## src/rtl/fixed_point_add_arbiter.sv

```systemverilog
// fixed_point_add_arbiter
// Round-robin front end that shares one combinational sign-magnitude adder
// among NUM_REQ requesters. One request is granted per cycle, its operands are
// steered onto the shared adder, and the sum is captured in a single-entry
// result register that is handed out over a valid/ready response port.
//
// Operand format: bit 15 = sign, [14:8] = integer, [7:0] = fraction.
// Subtraction is performed by flipping the sign bit of operand b before it
// reaches the adder. A negative-zero sum (16'h8000) is stored as 16'h0000 so
// consumers only ever see one encoding of zero.

module fixed_point_add_arbiter #(
    parameter  int NUM_REQ = 4,
    localparam int ID_W    = $clog2(NUM_REQ)
) (
    input  logic                   clk,
    input  logic                   rst,
    input  logic [NUM_REQ-1:0]     req_valid,
    output logic [NUM_REQ-1:0]     req_ready,
    input  logic [16*NUM_REQ-1:0]  req_a,
    input  logic [16*NUM_REQ-1:0]  req_b,
    input  logic [NUM_REQ-1:0]     req_sub,
    output logic [15:0]            add_a,
    output logic [15:0]            add_b,
    input  logic [15:0]            add_c,
    output logic                   rsp_valid,
    input  logic                   rsp_ready,
    output logic [15:0]            rsp_data,
    output logic [ID_W-1:0]        rsp_id,
    output logic [15:0]            op_count
);

    // Result-register occupancy: EMPTY means nothing to hand out.
    typedef enum logic {
        ST_EMPTY = 1'b0,
        ST_FULL  = 1'b1
    } state_t;

    state_t            r_state;
    state_t            w_state_nxt;
    logic [ID_W-1:0]   r_ptr;
    logic [15:0]       r_rsp_data;
    logic [ID_W-1:0]   r_rsp_id;
    logic [15:0]       r_op_count;

    logic              w_can_accept;
    logic              w_found;
    logic [ID_W-1:0]   w_idx;
    logic              w_grant;
    logic [15:0]       w_sel_a;
    logic [15:0]       w_sel_b;
    logic              w_sel_sub;

    // Collapse negative zero onto the single canonical zero encoding.
    function automatic logic [15:0] norm_zero(input logic [15:0] v);
        logic [15:0] r;
        if (v == 16'h8000) begin
            r = 16'h0000;
        end else begin
            r = v;
        end
        return r;
    endfunction

    // Negate a sign-magnitude value by inverting only its sign bit.
    function automatic logic [15:0] flip_sign(input logic [15:0] v);
        return {~v[15], v[14:0]};
    endfunction

    // Priority pointer moves to the requester just after the one served.
    function automatic logic [ID_W-1:0] next_ptr(input logic [ID_W-1:0] i);
        logic [ID_W-1:0] r;
        if (i == ID_W'(NUM_REQ - 1)) begin
            r = {ID_W{1'b0}};
        end else begin
            r = i + ID_W'(1);
        end
        return r;
    endfunction

    assign rsp_valid = (r_state == ST_FULL);
    assign rsp_data  = r_rsp_data;
    assign rsp_id    = r_rsp_id;
    assign op_count  = r_op_count;

    // A new result fits when the register is empty or is being drained now.
    // Reset blocks acceptance so no requester sees a handshake that is dropped.
    assign w_can_accept = (~rst) & ((r_state == ST_EMPTY) | (rsp_valid & rsp_ready));

    // Round-robin scan starting at the priority pointer.
    always_comb begin : rr_scan
        int j;
        w_found = 1'b0;
        w_idx   = {ID_W{1'b0}};
        j       = 0;
        for (int k = 0; k < NUM_REQ; k++) begin
            j = int'(r_ptr) + k;
            if (j >= NUM_REQ) begin
                j = j - NUM_REQ;
            end else begin
                j = j;
            end
            if (!w_found && req_valid[j]) begin
                w_found = 1'b1;
                w_idx   = ID_W'(j);
            end else begin
                w_found = w_found;
            end
        end
    end

    assign w_grant = w_found & w_can_accept;

    // One-hot accept towards the granted requester, zero otherwise.
    always_comb begin
        req_ready = {NUM_REQ{1'b0}};
        if (w_grant) begin
            req_ready[w_idx] = 1'b1;
        end else begin
            req_ready = {NUM_REQ{1'b0}};
        end
    end

    // Operand selection for the granted requester.
    always_comb begin
        w_sel_a   = req_a[int'(w_idx)*16 +: 16];
        w_sel_b   = req_b[int'(w_idx)*16 +: 16];
        w_sel_sub = req_sub[w_idx];
    end

    // Drive the shared adder; idle value is zero so it never toggles needlessly.
    always_comb begin
        add_a = 16'h0000;
        add_b = 16'h0000;
        if (w_grant) begin
            add_a = w_sel_a;
            if (w_sel_sub) begin
                add_b = flip_sign(w_sel_b);
            end else begin
                add_b = w_sel_b;
            end
        end else begin
            add_a = 16'h0000;
            add_b = 16'h0000;
        end
    end

    // Next-state logic for the result-register occupancy.
    always_comb begin
        w_state_nxt = r_state;
        case (r_state)
            ST_EMPTY: begin
                if (w_grant) begin
                    w_state_nxt = ST_FULL;
                end else begin
                    w_state_nxt = ST_EMPTY;
                end
            end
            ST_FULL: begin
                if (w_grant) begin
                    w_state_nxt = ST_FULL;
                end else if (rsp_ready) begin
                    w_state_nxt = ST_EMPTY;
                end else begin
                    w_state_nxt = ST_FULL;
                end
            end
            default: begin
                w_state_nxt = ST_EMPTY;
            end
        endcase
    end

    // State register; reset discards any result still in the register.
    always_ff @(posedge clk) begin
        if (rst) begin
            r_state <= ST_EMPTY;
        end else begin
            r_state <= w_state_nxt;
        end
    end

    // Capture result, owner, priority and count on every accepted request.
    always_ff @(posedge clk) begin
        if (rst) begin
            r_rsp_data <= 16'h0000;
            r_rsp_id   <= {ID_W{1'b0}};
            r_ptr      <= {ID_W{1'b0}};
            r_op_count <= 16'h0000;
        end else if (w_grant) begin
            r_rsp_data <= norm_zero(add_c);
            r_rsp_id   <= w_idx;
            r_ptr      <= next_ptr(w_idx);
            r_op_count <= r_op_count + 16'h0001;
        end else begin
            r_rsp_data <= r_rsp_data;
            r_rsp_id   <= r_rsp_id;
            r_ptr      <= r_ptr;
            r_op_count <= r_op_count;
        end
    end

endmodule
```

## config.mk

```make
export PLATFORM = sky130hd
export DESIGN_NAME = fixed_point_add_arbiter
export DESIGN_NICKNAME = d
export VERILOG_FILES = /design/src/rtl/fixed_point_add_arbiter.sv
export SDC_FILE = /design/constraint.sdc
export NUM_CORES = 1
export LEC_CHECK = 0
export BUFFER_PORTS_ARGS = -buffer_cell sky130_fd_sc_hd__buf_4
export CAP_MARGIN = 20
export CORE_MARGIN = 2
export CORE_UTILIZATION = 39
export CTS_CLUSTER_DIAMETER = 40
export DETAILED_ROUTE_END_ITERATION = 7
export PLACE_DENSITY = 0.79
export SLEW_MARGIN = 40
export SYNTH_ARGS = -nofsm -noshare
export SYNTH_HDL_FRONTEND = slang
export SYNTH_SLANG_ARGS = --single-unit
```

## constraint.sdc

```tcl
create_clock -name clk -period 2.4 [get_ports clk]
set_input_delay 0.48 -clock clk [delete_from_list [all_inputs] [get_ports clk]]
set_output_delay 0.48 -clock clk [all_outputs]
set_load 0.03 [all_outputs]
```

# Word level (Yosys, flattened, before mapping)
# Index checks and enable logic that the tools add are counted.
# totals
out_inout_bits	71
rom_bits	0
regBits	37
input_bits	155
wordCells	80
latchBits	0
mem_bits_rw	0
mem_count	0
# classes
shift	2
n_reduce_logical	7
add_sub_neg	9
muxes	38
bitwise	7
div_mod_pow	0
n_eq_ne	2
magnitude_cmp	10
n_mul	0
# ops
operator	count
32-bit by 4-bit less-than comparator with 1-bit output (second input constant)	4
32-bit 2-to-1 mux	4
64-bit by 7-bit indexed part select with 16-bit output	2
16-bit 2-to-1 mux	4
1-bit 2-to-1 mux	17
16-bit by 1-bit adder with 16-bit output (second input constant)	1
16-bit equality test (second input constant)	1
3-bit by 3-bit subtractor with 4-bit output (second input constant)	3
1-bit binary-select mux with 2-bit select	5
2-bit 2-to-1 mux	5
3-bit greater-or-equal comparator (second input constant)	3
2-bit by 2-bit adder with 3-bit output (second input constant)	2
1-bit logical AND	4
4-bit 2-to-1 mux	1
2-bit by 3-bit subtractor with 4-bit output (second input constant)	1
2-bit by 1-bit adder with 3-bit output (second input constant)	1
1-bit bitwise AND	3
2-bit by 3-bit greater-or-equal comparator with 1-bit output (second input constant)	1
1-bit zero test	3
2-bit by 3-bit less-than comparator with 1-bit output (second input constant)	1
1-bit NOT	3
2-bit by 1-bit adder with 2-bit output (second input constant)	1
1-bit demux with 2-bit select	1
2-bit equality test (second input constant)	1
3 further kinds	3

# Longest topological paths before layout
# depth
ltp_word	20
mapped_depth	9
depth_no_buf	8

# Worst setup path after synthesis
# Ideal clock, no wire load.
# synth_path
path_type	in2out
from	input port req_valid[2]
to	output port add_a[0]
t_arrival_ps	1896
path_slack_ps	24
path_stages	8
path_buffers	2
required_time_ps	1920
path_cell_list	mux2i_1 -> o22ai_2 -> or2_1 -> buf_6 -> inv_2 -> nand2_2 -> buf_6 -> o22ai_1
# synth_via
elab_chain_len	15
word_cells_on_any_way	29
cone_classes	1 x shift; 21 x mux; 1 x bitwise; 6 x reduce/logical
# synth_rtl
element	line_no	text
from (decl)	18	input logic [NUM_REQ-1:0] req_valid,
1-bit binary-select mux with 2-bit select	103	if (!w_found && req_valid[j]) begin
1-bit 2-to-1 mux (implied by the code) (2 in a row)	103	
1-bit 2-to-1 mux	103	
1-bit zero test	103	
1-bit logical AND	103	
1-bit 2-to-1 mux	103	
1-bit zero test	103	
1-bit logical AND	103	
1-bit 2-to-1 mux	103	
1-bit zero test	103	
1-bit logical AND	103	
2-bit 2-to-1 mux (*)	103	
named net w_idx[0]	48	logic [ID_W-1:0] w_idx;
64-bit by 7-bit indexed part select with 16-bit output (*)	126	w_sel_a = req_a[int'(w_idx)*16 +: 16];
16-bit 2-to-1 mux (*)	135	if (w_grant) begin
to (decl)	23	output logic [15:0] add_a,
# The timed path passes the listed nets; every way through them passes the cells marked *. The select of a mux whose other input is x is not followed.

# Final worst setup path
# layout_path
from	register r_ptr[1]
to	output port add_b[8]
# layout_via
elab_chain_len	18
word_cells_on_any_way	45
cone_classes	7 x add/sub; 4 x order compare; 1 x shift; 26 x mux; 1 x bitwise; 6 x reduce/logical
# layout_rtl
element	line_no	text
from (decl)	41	logic [ID_W-1:0] r_ptr;
from (signal assigned)	188	r_ptr <= {ID_W{1'b0}};
from (signal assigned)	193	r_ptr <= next_ptr(w_idx);
from (signal assigned)	198	r_ptr <= r_ptr;
branches (longest 17 deep; another with 3-bit by 3-bit subtractor with 4-bit output)	--	
16-bit 2-to-1 mux (*)	135	
to (decl)	24	output logic [15:0] add_b,
# Mark *: on every way between the ends. The select of a mux whose other input is x is not followed.

==> results.md <==
- Total GRT Usage: between 20% and 30%
- Worst R2R Start: r_ptr[1]
- Crit end category: output port
- Core outline area: 6760 µm²
- Layout cells sized above 1: between 50% and 60%
- Final Non-Filler Cells: between 600 and 700
- Reg2Reg Depth: 9
- Clk sink count: 37
- Critical setup path kind: flop to output port
- R2R setup slack: 0.62 ns
- Top post-synthesis cells by area: dfxtp_1 27%, mux2i_1 23%, o22ai_1 6.7%
- First-pass GRT wire length: ~15000 µm
- Final Skew: 0.00346 ns
- Worst VDD drop: 0.256 mV
- WP depth: 7
- Overflow after GRT: 0
- Wire length per cell: 16.9 µm
- Area of the multi-input gates: between 1500 and 2000 µm²
- Dpl hpwl: 8250 µm
- Area leader, netlist: dfxtp_1
- Crit share post-route: 102%
- Placed insts: approximately 610
- Reg-to-reg critical path endpoint: r_ptr[0]
- Post-CTS Hold Buffers: 0
- I/O pin cnt: about 230
- Final #Nets: approximately 710
- Site Rows: 30
- Vias in the first global route: 3043
- Initial Util: between 40% and 50%
- Initial antenna violation count: 0
- Largest fanout on the critical path: 11
- Cells along the critical path: mux2i_2, o22ai_2, or2_4, clkbuf_16, mux2i_1, o22ai_1, buf_4
- Post-route ant nets: 0
- Status: finished with violations
- Slowest cell on the critical path: dfxtp_4
- Max-slew headroom: between 70% and 80%
- HP Class: input port to flop
- Mapped cell area: approximately 2700 µm²
- Top FF cell, synth: dfxtp_1
- Pins over their slew limit: 0
- Die ar.: roughly 7600 µm²
- Placer Congestion: 0.833
- Synth top area share: 27.3%
- Sequential cell area: 746 µm²
- Diode count: 0
- Clock root buffer: clkbuf_8
- IO buf count: 225
- Fillers: between 500 and 600
- FF+latch count, synth: 37
- Clk pin slew, worst setup/hold paths: roughly 0.070 ns
- Worst path arrival time: around 2.0 ns
- Violated checks: setup timing
- Total CTS buffers: 5
- Net Count, Synth: around 470
- MaxCap Viol Count: 0
- Hold Crit Endpoint: rsp_data[10]
- Vias per cell: roughly 5.2
- CP bufs+invs: 2
- Crit start category: flop
- Worst-Margin Slew: about 0.43 ns
- Max Freq: ~410 MHz
- CTS tree: built
- Yosys warnings: 0
- Final setup viols: 22
- Largest net degree at the start of global routing: approximately 40
- Worst hold start: add_c[10]
- DR vias: ~3300
- Hold Violations, Final: 0
- Clock latency on the worst-skew pair: about 0.28 ns
- Die H: 87.5 µm
- RSZ-0062 raised after global routing: yes
- Critical Path RT: 1.92 ns
- Power Density: 518 nW/µm²
- Clock tree buffer depth: 2
- # DRC: 0
- Post-synth EDFFs: 0
- Routed WL: around 11000 µm
- Worst path max stage delay: between 0.3 and 0.4 ns
- Gate Count Post-Synth: around 310
- Final total power: around 2.5 mW
- Crit-path leading delay family: multiplexers
- Die X: just under 90 µm
- CTS H-Tree Depth: 2
- Final min period: about 2.5 ns
- Drt pass-1 iters: 5
- Fin worst setup slack: -0.0596 ns
- Sequential fraction of the synthesis area: roughly 27%
- Initial DRC Count: between 150 and 200
- Syn avg cell area: a little under 9 µm²
- Number of distinct library cells after synthesis: 36
- Worst Setup SP: r_ptr[1]
- Leak: between 2 and 2.5 nW
- Area added between synthesis and finish: 80.8%
- Hold Crit Depth: 3
- Asr flop ratio synth: 0%
## power breakdown
part	total, mW	leakage, nW	switching (mW)	internal [mW]
clock network	0.413	0.0395	0.207	0.206
registers	0.680	0.303	0.0289	0.651
logic	1.45	2.13	0.716	0.735
## layer usage
metal | vias to the layer above | wire length (µm) | global-route usage, %
li1 | 1606 | - | -
met1 | 1557 | 4450 | 32.5
met2 | 138 | 5450 | 40.7
met3 | 17 | 602 | 3.98
met4 | 0 | 221 | 7.13
met5 | - | 0 | 0
## Yosys cell counts (3+ instances only)
| cell | n |
|---|---|
| mux2i_1 | 63 |
| nand2_1 | 43 |
| dfxtp_1 | 37 |
| o22ai_1 | 29 |
| a21oi_1 | 19 |
| nor2_1 | 17 |
| xor2_1 | 15 |
| nand3_1 | 7 |
| nand4_1 | 7 |
| o21ai_0 | 7 |
| buf_2 | 6 |
| clkbuf_1 | 6 |
| buf_4 | 5 |
| ha_1 | 5 |
| o22ai_2 | 5 |
| and2_1 | 4 |
| nand3b_1 | 4 |
| xnor2_1 | 4 |
| buf_6 | 3 |
| nand2b_1 | 3 |
| nor4_1 | 3 |
| nor4_4 | 3 |
## tightest hold or removal path, cell delays in order
cell and delay, ns:
buf_4 0.08, nand2_1 0.04, nand2_1 0.04
## how the worst max path moves through the flow
stage,end
3_3_place_gp,add_a[7]
2_1_floorplan,add_a[0]
3_5_place_dp,add_b[15]
4_1_cts,add_b[13]
6_report,add_b[8]
5_1_grt,add_b[11]
## through the flow
stage / util [%] / setup TNS, ns / hold WS (ns) / setup slack, ns / area (µm²)
2_1_floorplan: - / 0 / 0.473 / 0.0243 / 2720
3_3_place_gp: 67.1 / -0.252 / 0.443 / -0.0354 / 4530
3_5_place_dp: 67.1 / -0.677 / 0.448 / -0.0940 / 4530
4_1_cts: 68.9 / -0.0721 / 0.386 / -0.0223 / 4660
5_1_grt: 72.7 / -3.63 / 0.395 / -0.163 / 4910
6_report: 72.7 / -0.742 / 0.390 / -0.0596 / 4910
## cell usage in the layout, fill, tap and decap left out, types with 7 or more instances in the layout
cell and count:
buf_4 235, mux2i_1 60, nand2_1 42, dfxtp_1 35, o22ai_1 26, a21oi_1 17
nor2_1 17, xor2_1 15, o22ai_2 7, nand4_1 7, nand3_1 7
## what timing repair did
item / CTS / global route
setup endpoints to repair: 36 / 36
gates resized for setup: 14 / 19
pin swaps: 2 / 7
buffers inserted: 0 / 4
gates cloned: 0 / 7
## sequential cells by signal, summed over array words and instances, names as in the netlist
register,count
op_count,16
rsp_data,16
rsp_valid,1
r_ptr,2
rsp_id,2
## final cells by class
cell class	instances	share of cell area [%]
Inverter	3	0.280
Timing Repair Buffer	253	42.8
Sequential cell	37	15.2
Multi-Input combinational cell	252	38.1
Clock buffer	8	1.63
Tap cell	80	2.04
## cells by family after synthesis
logic type | after synthesis | synth area share (%)
simple gates | 103 | 20.0
mux | 63 | 23.2
compound gates | 61 | 14.0
flops | 37 | 27.3
buf+inv | 26 | 7.00
xor+xnor | 19 | 6.13
fa+ha+maj | 5 | 2.30
(Power assumes the default switching activity.)
